<file path="src/rtl/store_align_buffer_pkg.sv">
// Shared store-type codes and width helpers for the MEM-stage store path.
package store_align_buffer_pkg;

    localparam logic [3:0] STR_NONE = 4'd0;
    localparam logic [3:0] STR_SB   = 4'd1;
    localparam logic [3:0] STR_SH   = 4'd2;
    localparam logic [3:0] STR_SW   = 4'd3;
    localparam logic [3:0] STR_SWL  = 4'd4;
    localparam logic [3:0] STR_SWR  = 4'd5;
    localparam logic [3:0] STR_SC   = 4'd6;

    function automatic int strb_w(input int data_w);
        return data_w / 8;
    endfunction

endpackage

</file>
<file path="src/rtl/store_align_buffer_lane_align.sv">
// Combinational store aligner: places rt into the addressed bytes of a bus word.
module store_lane_align
    import store_align_buffer_pkg::*;
#(
    parameter int DATA_W = 32
) (
    input  logic [3:0]          str_type,
    input  logic [1:0]          off,
    input  logic                lane,
    input  logic [31:0]         rt,
    output logic [DATA_W-1:0]   data,
    output logic [DATA_W/8-1:0] strb,
    output logic                misaligned,
    output logic                is_store
);

    logic [31:0] wdata;
    logic [3:0]  wstrb;

    always_comb begin
        wdata      = '0;
        wstrb      = '0;
        misaligned = 1'b0;
        is_store   = 1'b0;
        case (str_type)
            STR_SB: begin
                is_store = 1'b1;
                wstrb    = 4'b0001 << off;
                wdata    = {24'h0, rt[7:0]} << {off, 3'b000};
            end
            STR_SH: begin
                is_store   = 1'b1;
                misaligned = off[0];
                wstrb      = off[1] ? 4'b1100 : 4'b0011;
                wdata      = off[1] ? {rt[15:0], 16'h0} : {16'h0, rt[15:0]};
            end
            STR_SW, STR_SC: begin
                is_store   = 1'b1;
                misaligned = (off != 2'd0);
                wstrb      = 4'b1111;
                wdata      = rt;
            end
            STR_SWL: begin
                // Most-significant bytes of rt land at the low end of the word.
                is_store = 1'b1;
                wstrb    = 4'b1111 >> (2'd3 - off);
                wdata    = rt >> {(2'd3 - off), 3'b000};
            end
            STR_SWR: begin
                is_store = 1'b1;
                wstrb    = 4'b1111 << off;
                wdata    = rt << {off, 3'b000};
            end
            default: ;
        endcase
    end

    if (DATA_W == 64) begin : g_w64
        assign data = lane ? {wdata, 32'h0} : {32'h0, wdata};
        assign strb = lane ? {wstrb, 4'h0} : {4'h0, wstrb};
    end else begin : g_w32
        wire unused_lane = lane;
        assign data = wdata;
        assign strb = wstrb;
    end

endmodule

</file>
<file path="src/rtl/store_align_buffer.sv">
// Write-combining store buffer: aligns stores, merges into the youngest entry, drains in FIFO order.
module store_align_buffer
    import store_align_buffer_pkg::*;
#(
    parameter int DATA_W = 32,
    parameter int ADDR_W = 32,
    parameter int DEPTH  = 4
) (
    input  logic                     clk,
    input  logic                     rst_n,
    input  logic                     in_valid,
    output logic                     in_ready,
    input  logic [ADDR_W-1:0]        in_addr,
    input  logic [3:0]               in_type,
    input  logic [31:0]              in_data,
    input  logic                     llbit,
    input  logic                     flush,
    output logic                     out_valid,
    input  logic                     out_ready,
    output logic [ADDR_W-1:0]        out_addr,
    output logic [DATA_W-1:0]        out_data,
    output logic [DATA_W/8-1:0]      out_strb,
    output logic [$clog2(DEPTH):0]   count,
    output logic                     sc_done,
    output logic                     sc_result,
    output logic                     err
);

    localparam int STRB_W = strb_w(DATA_W);
    localparam int LSB    = $clog2(STRB_W);
    localparam int PW     = $clog2(DEPTH);
    localparam int CW     = PW + 1;
    localparam int WA     = ADDR_W - LSB;

    logic [WA-1:0]     mem_addr [DEPTH];
    logic [DATA_W-1:0] mem_data [DEPTH];
    logic [STRB_W-1:0] mem_strb [DEPTH];
    logic [PW-1:0]     head, tail, young;
    logic [CW-1:0]     count_q;

    logic [DATA_W-1:0] a_data, bmask;
    logic [STRB_W-1:0] a_strb;
    logic              a_mis, a_store, lane;
    logic              accept, is_sc, push_ok, pop, hit, merge, alloc;

    assign lane = (DATA_W == 64) ? in_addr[2] : 1'b0;

    store_lane_align #(.DATA_W(DATA_W)) u_align (
        .str_type   (in_type),
        .off        (in_addr[1:0]),
        .lane       (lane),
        .rt         (in_data),
        .data       (a_data),
        .strb       (a_strb),
        .misaligned (a_mis),
        .is_store   (a_store)
    );

    assign in_ready  = (count_q < CW'(DEPTH)) & ~flush;
    assign out_valid = (count_q != '0);
    assign pop       = out_valid & out_ready;
    assign accept    = in_valid & in_ready;
    assign is_sc     = (in_type == STR_SC);
    assign push_ok   = accept & a_store & ~a_mis & (~is_sc | llbit);
    assign young     = tail - PW'(1);

    // Never merge into the head that is leaving this cycle; that store would be lost.
    assign hit   = out_valid & (mem_addr[young] == in_addr[ADDR_W-1:LSB])
                 & ~(pop & (young == head));
    assign merge = push_ok & hit;
    assign alloc = push_ok & ~hit;

    always_comb begin
        bmask = '0;
        for (int i = 0; i < STRB_W; i++) begin
            bmask[i*8 +: 8] = {8{a_strb[i]}};
        end
    end

    assign out_addr = out_valid ? {mem_addr[head], {LSB{1'b0}}} : '0;
    assign out_data = out_valid ? mem_data[head] : '0;
    assign out_strb = out_valid ? mem_strb[head] : '0;
    assign count    = count_q;

    always_ff @(posedge clk or negedge rst_n) begin
        if (!rst_n) begin
            head      <= '0;
            tail      <= '0;
            count_q   <= '0;
            sc_done   <= 1'b0;
            sc_result <= 1'b0;
            err       <= 1'b0;
            for (int i = 0; i < DEPTH; i++) begin
                mem_addr[i] <= '0;
                mem_data[i] <= '0;
                mem_strb[i] <= '0;
            end
        end else begin
            sc_done   <= accept & is_sc;
            sc_result <= accept & is_sc & llbit & ~a_mis;
            err       <= accept & a_mis;
            if (flush) begin
                head    <= '0;
                tail    <= '0;
                count_q <= '0;
            end else begin
                if (pop) begin
                    head <= head + PW'(1);
                end
                if (alloc) begin
                    mem_addr[tail] <= in_addr[ADDR_W-1:LSB];
                    mem_data[tail] <= a_data;
                    mem_strb[tail] <= a_strb;
                    tail           <= tail + PW'(1);
                end
                if (merge) begin
                    mem_data[young] <= (mem_data[young] & ~bmask) | (a_data & bmask);
                    mem_strb[young] <= mem_strb[young] | a_strb;
                end
                case ({alloc, pop})
                    2'b10:   count_q <= count_q + CW'(1);
                    2'b01:   count_q <= count_q - CW'(1);
                    default: ;
                endcase
            end
        end
    end

endmodule
</file>
<file path="config.mk">
export PLATFORM = sky130hd
export DESIGN_NAME = store_align_buffer
export DESIGN_NICKNAME = d
export VERILOG_FILES = /design/src/rtl/store_align_buffer_pkg.sv /design/src/rtl/store_align_buffer_lane_align.sv /design/src/rtl/store_align_buffer.sv
export SDC_FILE = /design/constraint.sdc
export NUM_CORES = 1
export LEC_CHECK = 0
export CORE_AREA = 2 2 180 253
export CTS_BUF_LIST = sky130_fd_sc_hd__clkbuf_16
export CTS_CLUSTER_SIZE = 8
export DETAILED_ROUTE_END_ITERATION = 10
export DIE_AREA = 0 0 182 255
export PLACE_DENSITY = 0.62
export SYNTH_ARGS = -nofsm -noshare
export SYNTH_HDL_FRONTEND = slang
export SYNTH_SLANG_ARGS = --single-unit
</file>
<file path="constraint.sdc">
create_clock -name clk -period 8.75 [get_ports clk]
set_input_delay 1.75 -clock clk [delete_from_list [all_inputs] [get_ports clk]]
set_output_delay 1.75 -clock clk [all_outputs]
set_load 0.005 [all_outputs]
</file>
==> impl_summary.md, run 1 <==
Clock network
The number of levels in the clock H-tree is 2. Counting the buffers created by CTS gives 40. Once the clock tree was built, the setup fixing pass inserted 0 buffers. The hold buffer count at CTS is 0. TritonCTS built the clock tree. CTS saw 274 sinks. After clock tree synthesis, the repair step resized 0 gates. The longest clock path from root to sink contains 3 buffers. The clock-pin slew reported for the worst setup and hold paths after clock tree synthesis is 0.05 ns. The library cell used as clock root buffer is sky130_fd_sc_hd__clkbuf_16.

At the later pin of the worst-skew pair, clock insertion delay measures 0.54 ns.

Outcome
The run finished with clean final reports.

Timing
The total count of hold-check failures in the final report came to 0. Headroom to the max-slew limit came out at 21.6%. At the pin with the least slew margin, the transition time is 1.17 ns. Summed over all failing endpoints, the final setup total negative slack is 0 ns. Dividing the final minimum period by the clock period gives 71.2%. The clock period minus final worst setup slack is 6.23 ns. For this run, the top clock speed supported by timing is 0.161 GHz. Setup repair after global routing left no endpoint under its margin.

The worst clock skew is 0.0288 ns. The final max-slew violation count is 0. The final count of negative-setup-slack endpoints is 0.

Synthesis
Yosys mapped a number of flops with a built-in enable equal to 0. The adder and majority cell fraction of the synthesized area is 0.614%. The mean cell area of the mapped netlist is 11.5 sq um. The largest family of logic cells by synthesized area is multiplexers.

The multiplexer share of the synthesized area is 30.6%. The cell count after synthesis came out at 1522. The synthesized netlist devotes 13.2% of its cell area to compound gates. The synthesized netlist devotes 11.0% of its cell area to simple gates.

The unique cell type count in the Yosys netlist is 74. After synthesis the cells add up to 0.0175 sq mm. The xor and xnor fraction of the mapped netlist area is 1.33%. The number of synthesized register bits is 274. Of all flip-flops after synthesis, the portion carrying an async set or reset was 100%.

The share of the yosys chip area belonging to registers is 39.1%. Yosys printed 0 warnings. Among all flip-flop cells after synthesis, the most frequent one is sky130_fd_sc_hd__dfrtp_1.

Route
The top routing layer in use is met4. The detailed-routed wire length on met2 is 27500 um. The routed wire length is 55500 um.

The final route contains 13843 vias. In the detailed route, the total length drawn on met3 is 3530 um. The final routed wire length divided by cell count is 25.4 um. The post-detailed-route count of antenna-violating nets is 0. In the routed layout, each cell is associated on average with a via count of 6.34. The detailed router finished its first iteration with 1217 violations. Before antenna repair, the detailed router went through 5 iterations. In the final routing, the length of wire on met1 measures 22400 um. The final routed DRC violation total is 0.

Power
The power density over the cells is 202 mW/mm^2. The static leakage is 0.00858 uW. The peak ir drop on the vdd network is 0.148 mV.

Job
Across the run, the number of max-cap violations was 0.

Layout
The signed area change from the synthesized netlist to the final layout is 17.3%. The net count of the finished layout is 1696. The most common cell after layout, fill and taps aside is sky130_fd_sc_hd__dfrtp_1. The area of all placed cells without fillers is 0.0205 sq mm. The post-route netlist has 21.6% of its cells at a drive strength greater than 1. The antenna diode count is 0.

Counting the fill cells in the layout gives 4079. The top cell types in the final layout, fill and taps aside, are sky130_fd_sc_hd__dfrtp_1 (271), sky130_fd_sc_hd__clkdlybuf4s50_1 (144), sky130_fd_sc_hd__nor2_1 (129).

Worst setup path
The arrival time at the worst endpoint is 6.64 ns. The highest net fanout along the worst path is 54. The kind of cell with the highest combined delay along the critical path is simple AND/OR/NAND/NOR gates. In this design, the stage delay of the slowest critical-path cell is 0.99 ns.

The endpoint required time on the critical path is 9.16 ns. The nature of the critical path startpoint is a register. The slowest stage of the critical path belongs to the cell sky130_fd_sc_hd__ha_4.

The critical path goes through inv_2 > ha_4 > buf_4 > mux2_4 > a222oi_1 > a21o_1 > o221ai_1 > or4_1 > or4_1 > buf_4 > and2_2 > a221o_1. By startpoint and endpoint, the worst setup path is classified as register to register. STA classifies the critical path endpoint as a register. The total buffers and inverters traversed by the critical path is 3.

Floorplanning
The die outline area is 0.0464 sq mm. The overall die height is 255 um. In this run the core area contains 92 standard-cell rows. The area inside the core boundary is 0.0444 sq mm. The width of the chip is 182 um. The initial core utilization is 39.4%. During I/O placement, the number of pins put on the boundary was 150.

Placement
Summing all placed instances gives a cell area of 0.0195 sq mm. The congestion estimate from routability-driven global placement came to 0.927. The post-detailed-placement half-perimeter wirelength is 35000 um. During placement, the flow inserted port buffers numbering 147.

Global route
For this run, the total global-route usage over all layers was measured as 23.9%. The number of antenna violations at the first check in global routing came to 0. Entering global routing, the biggest net connects 177 pins. After global routing the overflow that remains totals 0. The first-pass GRT wire length is 86100 um.

The via count of the first global-routing pass is 14211.

Hold path
The class of the tightest hold or removal check is register to register.
## worst register-to-register path: stages, from the launching register on
cell	delay, ns
sky130_fd_sc_hd__dfrtp_4	0.86
sky130_fd_sc_hd__inv_2	0.30
sky130_fd_sc_hd__ha_4	0.99
sky130_fd_sc_hd__buf_4	0.47
sky130_fd_sc_hd__mux2_4	0.36
sky130_fd_sc_hd__a222oi_1	0.39
sky130_fd_sc_hd__a21o_1	0.19
sky130_fd_sc_hd__o221ai_1	0.10
sky130_fd_sc_hd__or4_1	0.55
sky130_fd_sc_hd__or4_1	0.54
sky130_fd_sc_hd__buf_4	0.32
sky130_fd_sc_hd__and2_2	0.59
sky130_fd_sc_hd__a221o_1	0.44
## registers in the layout, indices dropped and copies added, names as in the netlist
| signal | cells |
|---|---|
| sc_result | 1 |
| mem_addr | 120 |
| mem_strb | 16 |
| err | 1 |
| mem_data | 128 |
| tail | 2 |
| count | 3 |
| sc_done | 1 |
| head | 2 |
## cells in the mapped netlist, types with 15 or more instances
cell type | number | area share (%)
sky130_fd_sc_hd__a211oi_1 | 16 | 0.69
sky130_fd_sc_hd__clkbuf_1 | 85 | 1.8
sky130_fd_sc_hd__nor2_1 | 129 | 2.8
sky130_fd_sc_hd__xnor2_1 | 19 | 0.95
sky130_fd_sc_hd__a221o_1 | 79 | 4.5
sky130_fd_sc_hd__mux2_2 | 125 | 8.0
sky130_fd_sc_hd__mux2i_1 | 121 | 6.9
sky130_fd_sc_hd__a21o_1 | 22 | 0.94
sky130_fd_sc_hd__inv_1 | 36 | 0.77
sky130_fd_sc_hd__mux4_2 | 119 | 15
sky130_fd_sc_hd__buf_1 | 19 | 0.41
sky130_fd_sc_hd__o221ai_1 | 32 | 1.6
sky130_fd_sc_hd__a21oi_1 | 15 | 0.43
sky130_fd_sc_hd__nor2b_1 | 40 | 1.4
sky130_fd_sc_hd__nand2_1 | 80 | 1.7
sky130_fd_sc_hd__and2_1 | 70 | 2.5
sky130_fd_sc_hd__o21bai_1 | 20 | 0.86
sky130_fd_sc_hd__o21ai_0 | 40 | 1.1
sky130_fd_sc_hd__dfrtp_1 | 274 | 39
## routing by layer
layer,vias up,GRT usage [%]
li1,5942,-
met4,0,9.86
met3,133,3.49
met5,-,0
met1,7155,30.3
met2,613,41.1
## final cells by class
| type | instances | area [sq um] | area share [%] |
|---|---|---|---|
| tap | 564 | 706 | 3.44 |
| multi-input combinational | 1082 | 10000 | 48.8 |
| clock buffer | 42 | 1050 | 5.12 |
| sequential | 274 | 6870 | 33.4 |
| clock inverter | 5 | 33.8 | 0.164 |
| inverter | 38 | 143 | 0.694 |
| timing repair buffer | 178 | 1710 | 8.33 |
## cell families (layout without fill, tap and decap cells)
family	after synthesis	count (layout)
fa+ha+maj	8	8
flops	274	274
mux	370	370
other cells	1	2
simple gates	390	390
xor+xnor	25	25
buf+inv	167	263
compound gates	287	287
## power breakdown
group	internal (uW)	switching [uW]	leakage, uW
combinational	623	541	0.00447
sequential	1430	160	0.00357
clock	841	558	0.000543
total	2890	1260	0.00858
## final timing paths
kind / startpoint / endpoint / slack (ns) / cells past startpoint
worst max-delay path: tail[0] / mem_data[108] / 2.52 / 12
worst min-delay path: mem_addr[88] / mem_addr[88] / 0.51 / 1
worst max register to register: tail[0] / mem_data[108] / 2.52 / 12
worst min register to register: mem_addr[88] / mem_addr[88] / 0.51 / 1
max in group asynchronous: rst_n / head[1] / 5.96 / 2
min in group asynchronous: rst_n / mem_addr[113] / 1.26 / 1
## metrics by stage
| stage | utilization (%) | hold WS, ns | cells | setup slack, ns | power (uW) |
|---|---|---|---|---|---|
| after floorplan | - | 0.461 | 1523 | 4.00 | 2290 |
| after global placement | 43.8 | 0.480 | 2136 | 2.60 | 2750 |
| after detailed placement | 43.8 | 0.491 | 2136 | 2.55 | 2780 |
| after CTS | 46.2 | 0.502 | 2183 | 2.53 | 4200 |
| after global routing | 46.2 | 0.522 | 2183 | 2.15 | 4340 |
| final | 46.2 | 0.506 | 2183 | 2.52 | 4150 |
Power figures use the tool's default switching activity.
==> run 2: changes to the inputs <==
==> constraint.sdc (replaced) <==
create_clock -name clk -period 6.5 [get_ports clk]
set_input_delay 1.3 -clock clk [delete_from_list [all_inputs] [get_ports clk]]
set_output_delay 1.3 -clock clk [all_outputs]
set_load 0.005 [all_outputs]
==> run 2 against run 1 <==
Effect of this change:
- global-route usage increased by 0.30 points
- die area unchanged
- worst hold slack about the same
==> impl_summary.md, run 2 (synthesis gave the netlist of run 1 again) <==
Placement
The final RePlAce weighted congestion is 0.908. Prior to clock tree synthesis, the placed netlist has a worst setup slack of 1.22 ns. The number of I/O port buffers is 147. The placed standard-cell area is 0.0195 sq mm. The post-detailed-placement half-perimeter wirelength is 36200 um.

Global route
The number of antenna violations at the first check in global routing is 0. The via count of the first global-routing pass was 14392. Entering global routing, the biggest net connects 101 pins. The total congestion overflow is 0. The first global-routing pass estimated 87300 um of wire. Global routing used 24.2% of the available tracks across all layers.

Layout
The top register by number of flip-flops is mem_data. The register with the most flip-flops in the layout has 128 of them. The antenna diode count is 0. The net count of the finished layout is 1704. Relative to the synthesized area, the layout overhead comes to 17.4%.

Fill cells in the final layout number 4104. Of the cells placed in the final design, the portion with a size suffix greater than 1 is 21.9%. The largest registers in the layout are mem_data (128), mem_addr (120), mem_strb (16). Leaving out fill and tap cells, the most frequent cell in the layout is sky130_fd_sc_hd__dfrtp_1. The finished cells cover 0.0206 sq mm. The top cell types in the final layout, fill and taps aside, are sky130_fd_sc_hd__dfrtp_1 (271), sky130_fd_sc_hd__clkdlybuf4s50_1 (144), sky130_fd_sc_hd__nor2_1 (129).

Power
Of the total power, the clock network draws 33.3%. The worst-case IR drop observed on VDD is 0.172 mV. The share of power burned in registers is 38.8%. In this run the static leakage power is 0.00861 uW. The power density over the cells is 270 mW/mm^2. Net switching is 30.7% of the power. The share of total power dissipated in combinational logic is 27.9%. In this run the power spent charging and discharging nets is 1710 uW.

The cell internal power dissipation is 3860 uW.

Route
The routed wire length is 55800 um. The final routed wire length divided by cell count is 25.5 um. Before antenna repair, the detailed router went through 6 iterations. For this block, the initial DRC count from the detailed router was 1364. The via density per instance is 6.31.

In this run the remaining antenna-violating nets after routing total 0. The final routed DRC violation total is 0. The final route contains 13815 vias.

Worst setup path
The critical path endpoint category is a register. The arrival time at the worst endpoint is 5.70 ns. STA classifies the critical path startpoint as a register. Of all nets on the critical path, the largest fanout is 29. The path type of the worst setup path is register to register. The slack of the worst reg-to-reg path is 1.27 ns. Data on the critical path is required at its endpoint by 6.96 ns.

Hold path
The class of the tightest hold or removal check is register to register.

Timing
The sum of negative setup slack is 0 ns. Setup slack on the critical path of the routed design comes to 1.27 ns. The slew at the pin with the worst max-slew slack is 1.07 ns.

In this run the tightest slew margin relative to its limit is 28.6%. The final-layout worst hold slack is 0.505 ns. Setup repair after global routing left no endpoint under its margin. The highest clock frequency the design can meet is 0.191 GHz. The clock period minus final worst setup slack is 5.23 ns. Setup violations remaining at the end of the flow were counted as 0. Of the available clock period, the critical path in the final layout requires 80.5%. The total count of hold-check failures in the final report came to 0. The clock arrives with 0.0171 ns of skew. The final max-slew violation count is 0.

Floorplanning
In this run the standard cell core region covers 0.0444 sq mm. The die outline area is 0.0464 sq mm. Once the floorplan was initialized, standard cells occupied 39.4% of the core. The overall die height is 255 um. The width of the chip is 182 um. The top-level I/O count is 150. The number of rows in the core area is 92.

Clock network
The number of buffers added by the clock tree synthesis step is 40. The number of instances resized during post-cts repair is 0. The library cell used as clock root buffer is sky130_fd_sc_hd__clkbuf_16.

The clock latency of the later-clocked register in the worst-skew pair is 0.54 ns. The post-CTS setup buffer count is 0. The tree built by TritonCTS fans out to 274 sinks. For this design, the CTS-stage hold fixing added 0 buffers. After clock tree synthesis, the clock-pin slew on the worst setup and hold paths is 0.05 ns. The clock passes through at most 3 buffers. The clock tree synthesis step divided the H-tree into 2 levels.

TritonCTS built the clock tree.

Outcome
The run finished with clean final reports.

Job
Max-cap violations in this run came to 0.
==> run 2: through the flow <==
step	power [uW]	instances	util, %
2_1_floorplan	3090	1523	-
3_3_place_gp	3730	2144	43.9
3_5_place_dp	3750	2144	43.9
4_1_cts	5640	2191	46.3
5_1_grt	5830	2191	46.3
6_report	5560	2191	46.3
==> run 2: power by group through the flow <==
stage                     clock, uW  combinational, uW  sequential [uW]
after floorplan                   0               1040             2050
after global placement            0               1550             2170
after CTS                      1900               1580             2160
final                          1850               1550             2160
after detailed placement          0               1560             2180
after global routing           1960               1680             2190
==> run 2: path summary, 6_finish.rpt <==
kind	cells past startpoint	end	start
setup / recovery	14	count[2]	tail[0]
hold / removal	1	mem_data[15]	mem_data[15]
setup reg to reg	14	count[2]	tail[0]
hold reg to reg	1	mem_data[15]	mem_data[15]
max in group asynchronous	2	mem_data[82]	rst_n
min in group asynchronous	1	mem_addr[109]	rst_n
==> run 2: layout make-up <==
class	instances	area [sq um]	share of cell area (%)
inverter	38	143	0.693
clock inverter	7	61.3	0.298
timing repair buffer	186	1770	8.61
multi-input combinational	1082	10000	48.7
clock buffer	40	1000	4.87
sequential	274	6870	33.4
tap	564	706	3.43
==> run 2: critical path, cell delays in order (launching register included) <==
cell                        delay (ns)
sky130_fd_sc_hd__dfrtp_4          0.73
sky130_fd_sc_hd__inv_2            0.25
sky130_fd_sc_hd__ha_4             0.67
sky130_fd_sc_hd__buf_4            0.29
sky130_fd_sc_hd__mux2i_1          0.39
sky130_fd_sc_hd__o2bb2ai_1        0.17
sky130_fd_sc_hd__o21ai_0          0.21
sky130_fd_sc_hd__nand4_1          0.16
sky130_fd_sc_hd__nor4_2           0.04
sky130_fd_sc_hd__buf_4            0.19
sky130_fd_sc_hd__a21boi_1         0.65
sky130_fd_sc_hd__nor2_1           0.14
sky130_fd_sc_hd__fa_1             0.45
sky130_fd_sc_hd__or4b_2           0.68
sky130_fd_sc_hd__nand4_1          0.11
==> run 2: layer usage <==
layer	share of wire, %	GRT usage [%]	routed length, um	vias up
met1	41	31.1	22700	7180
met5	0	0	0	-
li1	-	-	-	5968
met4	3.1	8.55	1740	0
met2	50	41.8	27900	564
met3	6.2	3.56	3480	103
==> run 3: changes to the inputs <==
--- a/config.mk
+++ b/config.mk
@@ -10,7 +10,7 @@
 export CTS_CLUSTER_SIZE = 8
 export DETAILED_ROUTE_END_ITERATION = 10
 export DIE_AREA = 0 0 182 255
-export PLACE_DENSITY = 0.62
+export PLACE_DENSITY = 0.65
 export SYNTH_ARGS = -nofsm -noshare
 export SYNTH_HDL_FRONTEND = slang
 export SYNTH_SLANG_ARGS = --single-unit
==> constraint.sdc (replaced) <==
create_clock -name clk -period 4.53 [get_ports clk]
set_input_delay 0.906 -clock clk [delete_from_list [all_inputs] [get_ports clk]]
set_output_delay 0.906 -clock clk [all_outputs]
set_load 0.005 [all_outputs]
==> run 3 against run 2 <==
Effect of this change:
- register-to-register slack got worse by 0.99 ns
- power rose by 45%
- wire length rose by 0.41%
- count of clock-buffer cells in the layout did not move
- largest power group unchanged
- clock skew rose by 0.018 ns
- critical endpoint is now mem_data[116]
- worst hold slack got worse by 0.12 ns
- global-route usage rose by 0.14 points
- design area rose by 1.8%
- largest cell class unchanged
- combinational power rose by 50%
==> impl_summary.md, run 3 (synthesis gave the netlist of run 1 again) <==
Outcome
The flow ran to the end, and the final reports show no timing, DRC or antenna violations.

Timing
The final count of negative-setup-slack endpoints is 0. The sum of negative setup slack is 0 ns. For the pin with the worst max-slew slack, the measured transition is 1.19 ns. Measured against its own limit, the worst slew margin works out to 20.0%. After layout, the minimum clock period comes to 4.25 ns. The final max-slew violation count is 0. The final critical path takes up 93.8% of the cycle. Once routing completed, OpenROAD measured the worst setup slack at 0.281 ns. The highest clock frequency the design can meet is 0.235 GHz. The total count of hold-check failures in the final report was 0.

Setup repair after global routing left no endpoint under its margin. The worst clock skew is 0.0347 ns.

Worst setup path
The startpoint identified for the worst register-to-register timing path is tail[1]. The number of cells on the worst reg-to-reg path is 12. In this run the worst setup path begins at tail[1]. The worst setup path is captured at a register. The arrival time at the worst endpoint is 4.66 ns. The highest net fanout along the worst path is 35. In this run the worst setup path terminates at mem_data[116]. Setup slack on the worst reg-to-reg path comes out at 0.28 ns. The destination of the worst register-to-register timing path is mem_data[116]. The path type of the worst setup path is register to register. The endpoint required time on the critical path is 4.94 ns. STA classifies the critical path startpoint as a register.

Job
Across the run, the number of max-cap violations was 0.

Floorplanning
The top-level I/O count is 150. The area inside the core boundary is 0.0444 sq mm. The overall die height is 255 um. The initial core utilization is 39.4%.

The die outline area is 0.0464 sq mm. The initialized floorplan defines 92 standard-cell rows. The width of the chip is 182 um.

Route
The number of vias after detailed routing is 13973. The number of DRC markers in iteration 0 is 1366. The final routed DRC violation total is 0.

The routed wire length is 56000 um. In this run the remaining antenna-violating nets after routing total 0. The iteration count of the initial detailed-routing pass is 7. In the routed layout, each cell is associated on average with a via count of 6.29. The final routed wire length divided by cell count is 25.2 um.

Clock network
Buffers inserted to repair hold after CTS numbered 0. The clock drives 274 sinks. The clock-pin slew reported for the worst setup and hold paths after clock tree synthesis is 0.06 ns.

The post-CTS setup buffer count is 0. The deepest clock path buffer count is 3. In this run the number of H-tree levels came out at 2. The clock latency of the later-clocked register in the worst-skew pair is 0.56 ns. The clock tree from TritonCTS is yes.

Counting the buffers created by CTS gives 40. The number of instances resized during post-cts repair is 0. The library cell used as clock root buffer is sky130_fd_sc_hd__clkbuf_16.

Global route
The first global-routing pass estimated 88000 um of wire. The via count of the first global-routing pass is 14631. For this run, the total global-route usage over all layers was measured as 24.3%.

The total congestion overflow is 0. The maximum number of pins on one net before global-route repair is 96. The number of antenna violations at the first check in global routing is 0.

Layout
Leaving out fill and tap cells, the most frequent cell in the layout is sky130_fd_sc_hd__dfrtp_1. The antenna diode count is 0. The fraction of final layout cells with drive strength greater than 1 is 23.3%. The signed area change from the synthesized netlist to the final layout is 19.5%. The non-filler instance count after layout is 2221.

The flip-flop count of the largest register, all copies and words added is 128. The largest registers in the layout are mem_data (128), mem_addr (120), mem_strb (16). The register with the most flip-flops in the final layout is mem_data. The top cell types in the final layout, fill and taps aside, are sky130_fd_sc_hd__dfrtp_1 (271), sky130_fd_sc_hd__clkdlybuf4s50_1 (144), sky130_fd_sc_hd__nor2_1 (129). The net count of the finished layout is 1734.

Placement
Timing analysis after detailed placement gives a worst setup slack of 0.334 ns. Counting tap cells, the placed design contains a total of 2174 instances. The number of I/O port buffers is 147. The post-detailed-placement half-perimeter wirelength is 36600 um. Routability-driven placement finished with a final weighted congestion of 0.960.

Power
For this design the ratio of total power to cell area is 385 mW/mm^2. The peak ir drop on the vdd network is 0.291 mV. Summed over all cells, the static leakage comes to 0.00879 uW.

Hold path
The class of the tightest hold or removal check is input pin to async pin.
## run 3: cell count changes in the layout (fill, tap and decap cells not counted)
cell and delta:
sky130_fd_sc_hd__clkinv_1 -1, sky130_fd_sc_hd__clkinv_2 -1, sky130_fd_sc_hd__buf_4 +19, sky130_fd_sc_hd__clkinvlp_4 +1, sky130_fd_sc_hd__inv_1 +1, sky130_fd_sc_hd__buf_12 +11
## run 3: worst min-delay path by stage
stage / start / to / slack (ns) / cells past startpoint
floorplan: mem_addr[107] / mem_addr[107] / 0.46 / 2
detailed placement: mem_addr[107] / mem_addr[107] / 0.49 / 2
global placement: mem_data[11] / mem_data[11] / 0.48 / 1
global route: rst_n / tail[1] / 0.48 / 1
finish: rst_n / mem_data[36] / 0.39 / 1
CTS: rst_n / mem_addr[107] / 0.44 / 1
## run 3: critical path: stages (launching register included)
cell and delay (ns):
sky130_fd_sc_hd__dfrtp_1 0.41, sky130_fd_sc_hd__inv_1 0.14, sky130_fd_sc_hd__ha_4 0.49, sky130_fd_sc_hd__buf_12 0.23
sky130_fd_sc_hd__mux2i_1 0.34, sky130_fd_sc_hd__o2bb2ai_1 0.14, sky130_fd_sc_hd__nor3_1 0.33, sky130_fd_sc_hd__o221ai_1 0.17
sky130_fd_sc_hd__or4_1 0.55, sky130_fd_sc_hd__or4_1 0.58, sky130_fd_sc_hd__and2_1 0.19, sky130_fd_sc_hd__buf_12 0.19
sky130_fd_sc_hd__a221o_1 0.32
## run 3: layout make-up
cell class | count | area [sq um]
Fill cell | 4042 | 23500
Multi-Input combinational cell | 1082 | 10000
Sequential cell | 274 | 6870
Timing Repair Buffer | 216 | 2130
Clock buffer | 40 | 1000
Tap cell | 564 | 706
Inverter | 38 | 143
Clock inverter | 7 | 63.8
## run 3: metal layers
layer / global-route usage (%) / share of wire [%] / up-vias
met5: 0 / 0 / -
met4: 9.70 / 3.7 / 0
met3: 3.83 / 6.4 / 118
met2: 42.3 / 50 / 588
met1: 30.4 / 39 / 7225
li1: - / - / 6042
## run 3: per-stage QoR
step           util [%]  hold WS, ns  cell area, sq um  power [uW]
4_1_cts            47.1        0.438             20900        8150
2_1_floorplan         -        0.461             17500        4430
5_1_grt            47.1        0.484             20900        8440
3_5_place_dp       44.7        0.488             19900        5450
3_3_place_gp       44.7        0.480             19900        5400
6_report           47.1        0.389             20900        8050
## run 3: report_power, final
| group | total [uW] | switching, uW | internal (uW) | leakage, uW |
|---|---|---|---|---|
| logic | 2330 | 1060 | 1270 | 0.00470 |
| clock network | 2670 | 1100 | 1570 | 0.000530 |
| registers | 3060 | 305 | 2760 | 0.00357 |
